File: config.mk
export PLATFORM = sky130hd
export DESIGN_NAME = uart_rx
export DESIGN_NICKNAME = d
export VERILOG_FILES = /design/src/rtl/uart_rx.sv
export SDC_FILE = /design/constraint.sdc
export NUM_CORES = 1
export LEC_CHECK = 0
export BUFFER_PORTS_ARGS = -buffer_cell sky130_fd_sc_hd__buf_4
export CAP_MARGIN = 20
export CELL_PAD_IN_SITES_DETAIL_PLACEMENT = 1
export CELL_PAD_IN_SITES_GLOBAL_PLACEMENT = 2
export CORE_AREA = 2 2 76 78
export DETAILED_ROUTE_END_ITERATION = 7
export DIE_AREA = 0 0 78 80
export GPL_TIMING_DRIVEN = 0
export PLACE_DENSITY_LB_ADDON = 0.1
export SYNTH_ARGS = -nofsm -noshare
export SYNTH_HDL_FRONTEND = slang
export SYNTH_SLANG_ARGS = --single-unit
File: constraint.sdc
create_clock -name clk -period 4.21 [get_ports clk]
set_clock_uncertainty 0.05 [all_clocks]
set_input_delay 1.263 -clock clk [delete_from_list [all_inputs] [get_ports clk]]
set_output_delay 1.263 -clock clk [all_outputs]
set_load 0.02 [all_outputs]
File: src/rtl/uart_rx.sv
// uart_rx: receive half of the inter-board UART link.
// Frame format: start(0), 8 data bits LSB first, parity, stop(1).
// Each bit is CLKS_PER_BIT system clocks long. The rx pin is synchronised
// and then sampled once per bit near mid-bit.
// Optional macro UART_RX_MAJORITY_EN: each bit is taken as a 2-of-3 majority
// vote around the mid-bit sample. The decision lands one clock later, so
// every timing point moves by one clock.
module uart_rx #(
  parameter int CLKS_PER_BIT = 3,
  parameter int PARITY       = 0
) (
  input  logic       clk,
  input  logic       reset,
  input  logic       rx,
  output logic [7:0] rx_data,
  output logic       rx_valid,
  output logic       parity_err,
  output logic       frame_err,
  output logic       rx_busy
);

  localparam int N     = CLKS_PER_BIT;
  localparam int H     = N / 2;
  localparam int CNT_W = $clog2(11 * N + 1);

  localparam logic [CNT_W-1:0] H_C   = CNT_W'(H);
  localparam logic [CNT_W-1:0] N_C   = CNT_W'(N);
  localparam logic [CNT_W-1:0] ONE_C = CNT_W'(1);
  localparam logic             PAR_ODD = (PARITY != 0);

  typedef enum logic [2:0] {
    ST_IDLE,
    ST_START,
    ST_DATA,
    ST_PARITY,
    ST_STOP
  } state_t;

  state_t           state_q, state_d;
  logic             rx_meta_q, rx_s_q;
  logic             armed_q, armed_d;
  logic [CNT_W-1:0] cnt_q, cnt_d;
  logic [CNT_W-1:0] samp_q, samp_d;
  logic [2:0]       bit_cnt_q, bit_cnt_d;
  logic [7:0]       shift_q, shift_d;
  logic             par_bit_q, par_bit_d;
  logic [7:0]       rx_data_q, rx_data_d;
  logic             rx_valid_q, rx_valid_d;
  logic             parity_err_q, parity_err_d;
  logic             frame_err_q, frame_err_d;

  logic             bit_val;
  logic             sample_now;
  logic             arm_after_stop;

`ifdef UART_RX_MAJORITY_EN
  logic rx_h1_q, rx_h2_q;

  // Two-deep history of the synchronised line, used for the majority vote
  always_ff @(posedge clk) begin
    if (!reset) begin
      rx_h1_q <= 1'b1;
      rx_h2_q <= 1'b1;
    end else begin
      rx_h1_q <= rx_s_q;
      rx_h2_q <= rx_h1_q;
    end
  end

  // The vote covers samples at mid-bit-1, mid-bit and mid-bit+1. It is taken
  // one clock after mid-bit. Rearming from the live line at the stop decision
  // keeps back-to-back frames intact despite the extra clock of delay.
  assign bit_val        = (rx_s_q & rx_h1_q) | (rx_s_q & rx_h2_q) | (rx_h1_q & rx_h2_q);
  assign sample_now     = (cnt_q == samp_q + ONE_C);
  assign arm_after_stop = rx_s_q;
`else
  // Single mid-bit sample. After a frame the line must be seen high before
  // another start edge is accepted.
  assign bit_val        = rx_s_q;
  assign sample_now     = (cnt_q == samp_q);
  assign arm_after_stop = 1'b0;
`endif

  // Next-state logic: frame sequencing, bit capture and result latching
  always_comb begin
    state_d      = state_q;
    armed_d      = armed_q;
    cnt_d        = cnt_q;
    samp_d       = samp_q;
    bit_cnt_d    = bit_cnt_q;
    shift_d      = shift_q;
    par_bit_d    = par_bit_q;
    rx_data_d    = rx_data_q;
    parity_err_d = parity_err_q;
    frame_err_d  = frame_err_q;
    rx_valid_d   = 1'b0;

    if (state_q != ST_IDLE) begin
      cnt_d = cnt_q + ONE_C;
    end

    case (state_q)
      ST_IDLE: begin
        if (rx_s_q) begin
          armed_d = 1'b1;
        end else if (armed_q) begin
          // This cycle is cycle 0, so the first cycle in START is cycle 1
          state_d   = ST_START;
          cnt_d     = ONE_C;
          samp_d    = H_C;
          bit_cnt_d = 3'd0;
        end
      end
      ST_START: begin
        if (sample_now) begin
          if (bit_val) begin
            state_d = ST_IDLE;
          end else begin
            state_d = ST_DATA;
            samp_d  = samp_q + N_C;
          end
        end
      end
      ST_DATA: begin
        if (sample_now) begin
          shift_d = {bit_val, shift_q[7:1]};
          samp_d  = samp_q + N_C;
          if (bit_cnt_q == 3'd7) begin
            state_d = ST_PARITY;
          end else begin
            bit_cnt_d = bit_cnt_q + 3'd1;
          end
        end
      end
      ST_PARITY: begin
        if (sample_now) begin
          par_bit_d = bit_val;
          samp_d    = samp_q + N_C;
          state_d   = ST_STOP;
        end
      end
      ST_STOP: begin
        if (sample_now) begin
          rx_data_d    = shift_q;
          parity_err_d = par_bit_q ^ (^shift_q) ^ PAR_ODD;
          frame_err_d  = ~bit_val;
          rx_valid_d   = 1'b1;
          armed_d      = arm_after_stop;
          state_d      = ST_IDLE;
        end
      end
      default: begin
        state_d = ST_IDLE;
      end
    endcase
  end

  // State registers and the 2-flop synchroniser on the rx pin
  always_ff @(posedge clk) begin
    if (!reset) begin
      rx_meta_q    <= 1'b1;
      rx_s_q       <= 1'b1;
      state_q      <= ST_IDLE;
      armed_q      <= 1'b1;
      cnt_q        <= '0;
      samp_q       <= '0;
      bit_cnt_q    <= '0;
      shift_q      <= '0;
      par_bit_q    <= 1'b0;
      rx_data_q    <= '0;
      rx_valid_q   <= 1'b0;
      parity_err_q <= 1'b0;
      frame_err_q  <= 1'b0;
    end else begin
      rx_meta_q    <= rx;
      rx_s_q       <= rx_meta_q;
      state_q      <= state_d;
      armed_q      <= armed_d;
      cnt_q        <= cnt_d;
      samp_q       <= samp_d;
      bit_cnt_q    <= bit_cnt_d;
      shift_q      <= shift_d;
      par_bit_q    <= par_bit_d;
      rx_data_q    <= rx_data_d;
      rx_valid_q   <= rx_valid_d;
      parity_err_q <= parity_err_d;
      frame_err_q  <= frame_err_d;
    end
  end

  assign rx_data    = rx_data_q;
  assign rx_valid   = rx_valid_q;
  assign parity_err = parity_err_q;
  assign frame_err  = frame_err_q;
  assign rx_busy    = (state_q != ST_IDLE);

endmodule

* After elaboration in Yosys (flattened, before gate mapping) *
Index checks and enable logic that the tools add are counted.

operators by class
  $add $sub $neg = 3
  equal/unequal tests = 17
  bitwise operators = 2
  divide/modulo/power cells = 0
  $lt $le $gt $ge = 0
  multipliers = 0
  reductions and logical operators = 15
  multiplexer cells = 28
  shift-type cells = 0

operator list
  kind                                                                   count
  6-bit two-way mux                                                      9
  3-bit two-way mux                                                      11
  2-bit inequality test, second input constant                           10
  6-bit one-hot mux with 3 select lines                                  1
  3-bit one-hot mux with 5 select lines                                  1
  2-bit AND reduction                                                    4
  8-bit XOR reduction                                                    1
  7-bit AND reduction                                                    1
  6-bit by 1-bit adder with 6-bit output, second input constant          1
  6-bit by 2-bit adder with 6-bit output, second input constant          1
  3-bit by 2-bit equality test with 1-bit output, second input constant  2
  3-bit equality test, second input constant                             2
  6-bit equality test                                                    1
  3-bit one-hot mux with 2 select lines                                  1
  6-bit AND reduction                                                    1
  3-bit nonzero test                                                     2
  5-bit AND reduction                                                    1
  2-bit nonzero test                                                     2
  3-bit by 1-bit adder with 3-bit output, second input constant          1
  3-bit by 1-bit equality test with 1-bit output, second input constant  1
  3-bit logical NOT                                                      1
  1-bit two-way mux                                                      3
  3-bit AND reduction                                                    1
  2-bit two-way mux                                                      1
  5 further kinds                                                        5

word-level totals
  ROM bits = 0
  bits in registers = 41
  bits of input ports = 3
  output and inout bits = 12
  memory bits (writable) = 0
  memories = 0
  latch bits = 0

* Depth between registers and ports, before layout *
  depth after elaboration = 5
  gate-level depth with buffers = 6

* Least setup slack after synthesis *
No wires, ideal clock.

  path kind = input -> register
  from = input port reset
  to = register samp_q[2]
  slack = 1.868 ns
  cell stages on the path = 5
  data arrival time = 2.220 ns
  buffers on the path = 1
  library setup time = 0.072 ns
  required time = 4.088 ns
  cells stage by stage = clkbuf_1 inv_2 a21oi_1 nand2b_1 mux2i_1

RTL lines
  what                  line  RTL
  start, declared       13    input logic reset,
  end signal, assigned  180   samp_q <= samp_d;
  end, declared         43    logic [CNT_W-1:0] samp_q, samp_d;

* Final worst setup path *
  from = register state_q[0]
  to = output port rx_busy

on the way
  cells in the longest elaborated chain, start to end = 1

ends and longest elaborated chain
  what                    line  RTL
  start, declared         39    state_t state_q, state_d;
  start signal, assigned  177   state_q <= state_d;
  3-bit nonzero test      195   assign rx_busy = (state_q != ST_IDLE);
  end, declared           19    output logic rx_busy

Every way passes these cells.

==> flow_metrics.tcl <==
set metrics [dict create \
    design_area_sq_um 2336 \
    whs_endpoint "bit_val$_SDFF_PN1_" \
    reg2reg_to "samp_q[5]$_SDFFE_PN0P_" \
    cts_sinks 41 \
    crit_fanout 10 \
    p_leak_nw 0.8097 \
    period_share 0.6990 \
    syn_area_per_cell_sq_um 8.622 \
    start_util 0.3796 \
    final_core_util 0.4322 \
    die-height_um 80 \
    hold_violations 0 \
    clk_latency_ns 0.29 \
    grt_max_degree 14 \
    dp.final_hpwl_um 3954 \
    holdBufCountCts 0 \
    cts_tree "yes" \
    antenna_left 0 \
    tightestPinTransition_ns 0.6155 \
    route.detailed.drc 0 \
    place_congestion 0.7524 \
    crit_type "register to primary output" \
    setup_viol 0 \
    drtPass1Iterations 4 \
    required_ns 2.90 \
    grt_overflow 0 \
    cts_max_path_buffers 2 \
    r2r_start "samp_q[3]$_SDFFE_PN0P_" \
    hold_path_depth 1 \
    ys.flop_type "dfxtp_1" \
    rr_worst_depth 5 \
    syn_area_sq_um 2052 \
    instances_no_fill 331 \
    wire_per_inst_um 16.50 \
    fin_nets 265 \
    cellPowerDensity_nw_per_um2 334.6 \
    whs_ns 0.3653 \
    ys_ff_latch 41 \
    async_reset_ff_frac 0 \
    reg2reg_slack_ns 2.31 \
    ios 15 \
    cts_buffers 5 \
    dieArea_sq_um 6240 \
    grt_pass1_vias 1845 \
    multiInputGateArea_sq_um 1131 \
    vias 1816 \
    fp.dieW_um 78 \
    ff_latch_area_sq_um 820.8 \
    areaGrowthSynthToFinish_pct 13.84 \
    ctsResizeCount 0 \
    num_rows 27 \
    post-route-min-period_ns 2.943 \
    grt_pass1_wl_um 9301 \
    placed_cell_area_sq_um 2240 \
    cp-end-kind "primary output" \
    nFillCells 663 \
    drive_gt1_frac 0.1351 \
    p_total_mw 0.7817 \
    startpoint_type "register" \
    fin_setup_tns_ns 0 \
    synth_cells 238 \
    slew_violations 0 \
    io_buffers 13 \
    drv_cap 0 \
    diodes 0 \
    ys_seq_area_frac 0.4000 \
    synth_edf_count 0 \
    yosysUniqueCellTypes 43 \
    crit_arrival_ns 1.63 \
    status "complete, no violations" \
    ys_warn_count 0 \
    drt_iter0_markers 57 \
    post_cts_buffers 0 \
    drt-total-wl_um 5460 \
    clkSlewWorstSetupHoldPaths_ns 0.08 \
    grt_setup_unrepaired "no" \
    htreeDepth 2 \
    hold_path_startpoint "rx_meta_q$_SDFF_PN1_" \
    via_per_inst 5.486 \
    worstHoldPathType "register to register" \
    syn_nets 245 \
    dp_slack_ns 1.418 \
    coreArea_sq_um 5405 \
    timing.final.ws_setup_ns 1.267 \
    ir_drop_uv 134.6 \
    antenna_found_initial 0 \
    cts-root-buf "clkbuf_8" \
    place_inst 323 \
    fmaxAchievable_mhz 339.8 \
    slew_headroom 0.5888 \
    grtUsageTotal 0.1910 \
]
[sequential cells by signal, summed over array words and instances, names as in the netlist]
| register | count |
|---|---|
| shift_q | 8 |
| frame_err | 1 |
| rx_data | 8 |
| cnt_q | 6 |
| par_bit_q | 1 |
| rx_valid | 1 |
| samp_q | 6 |
| armed_q | 1 |
| bit_val | 1 |
| parity_err | 1 |
| rx_meta_q | 1 |
| state_q | 3 |
| bit_cnt_q | 3 |
[cell families after synthesis]
logic type / count (synthesis) / synth area share
adder cells (fa/ha/maj): 4 / 0.02439
multiplexers: 5 / 0.02439
buffers and inverters: 23 / 0.04878
AND/OR/NAND/NOR: 88 / 0.2421
XOR/XNOR: 15 / 0.07744
flip-flops: 41 / 0.4000
AO/OA/AOI/OAI: 62 / 0.1829
[placed cells by master (no fill, tap or decap), drive strengths merged, types with 2 or more instances in the layout]
cell	n
a21oi	23
a31oi	4
and2	2
and3	2
buf	23
clkbuf	14
clkinv	3
dfxtp	41
ha	4
inv	4
mux2i	5
nand2	19
nand2b	8
nand3	9
nand3b	2
nand4	15
nor2	8
nor2b	3
nor3	3
nor3b	2
nor4	6
o211ai	5
o21ai	14
o31ai	9
or3	4
or4	4
xnor2	8
xnor3	2
xor2	5
[power breakdown]
group | leakage, nW | switching, mW | internal, mW | total, mW
combinational | 0.427 | 0.0816 | 0.0286 | 0.110
clock | 0.0512 | 0.141 | 0.133 | 0.274
sequential | 0.331 | 0.00566 | 0.392 | 0.398
total | 0.810 | 0.228 | 0.554 | 0.782
[worst max-delay path by stage]
stage / cells past startpoint / slack [ns] / to / from
after global placement: 5 / 1.45 / samp_q[5]$_SDFFE_PN0P_ / reset
after detailed placement: 5 / 1.42 / samp_q[5]$_SDFFE_PN0P_ / reset
final: 4 / 1.27 / rx_busy / state_q[0]$_SDFFE_PN0P_
after global routing: 4 / 1.14 / rx_busy / state_q[0]$_SDFFE_PN0P_
after CTS: 4 / 1.23 / rx_busy / state_q[0]$_SDFFE_PN0P_
after floorplan: 5 / 1.87 / samp_q[2]$_SDFFE_PN0P_ / reset
[cells in the mapped netlist, types with 2 or more instances]
cell / count / area, sq um
o31ai_1: 9 / 67.56
buf_2: 8 / 40.04
and2_1: 2 / 12.51
mux2i_1: 5 / 50.05
nand3_1: 9 / 45.04
inv_1: 3 / 11.26
a31oi_1: 4 / 25.02
nand3b_1: 2 / 15.01
nor4_1: 5 / 31.28
or4_1: 4 / 30.03
xnor3_1: 2 / 45.04
xnor2_1: 8 / 70.07
nand2b_1: 8 / 50.05
dfxtp_1: 41 / 820.8
nand2_1: 19 / 71.32
or3_1: 4 / 25.02
nor3_1: 2 / 10.01
and3_1: 2 / 12.51
ha_1: 4 / 50.05
a21oi_1: 23 / 115.1
nor2_1: 8 / 30.03
xor2_1: 5 / 43.79
o21ai_0: 14 / 70.07
nand4_1: 15 / 93.84
nor2b_1: 3 / 18.77
o211ai_1: 5 / 37.54
clkbuf_1: 8 / 30.03
[cell type report]
type                       count  share of cell area
multi-input combinational    174              0.4842
buffer                        18             0.03482
inverter                       5            0.008034
timing repair buffer          13             0.04178
tap                           72             0.03856
sequential                    41              0.3514
clock inverter                 2            0.005892
clock buffer                   6             0.03535
[worst max-delay path, cell delays in order (launching register included)]
cell and delay [ns]:
dfxtp_1 0.30, buf_2 0.17, nor3_2 0.34, clkinv_1 0.30, buf_4 0.24
[metal layers]
metal  global-route usage  vias up  part of all wire
li1                     -      912                 -
met1               0.2318      880              0.45
met2               0.3431       18              0.51
met3              0.03054        6             0.024
met4              0.06491        0             0.010
met5                    0        -                 0
No activity file was read; power rests on OpenSTA's default activity.
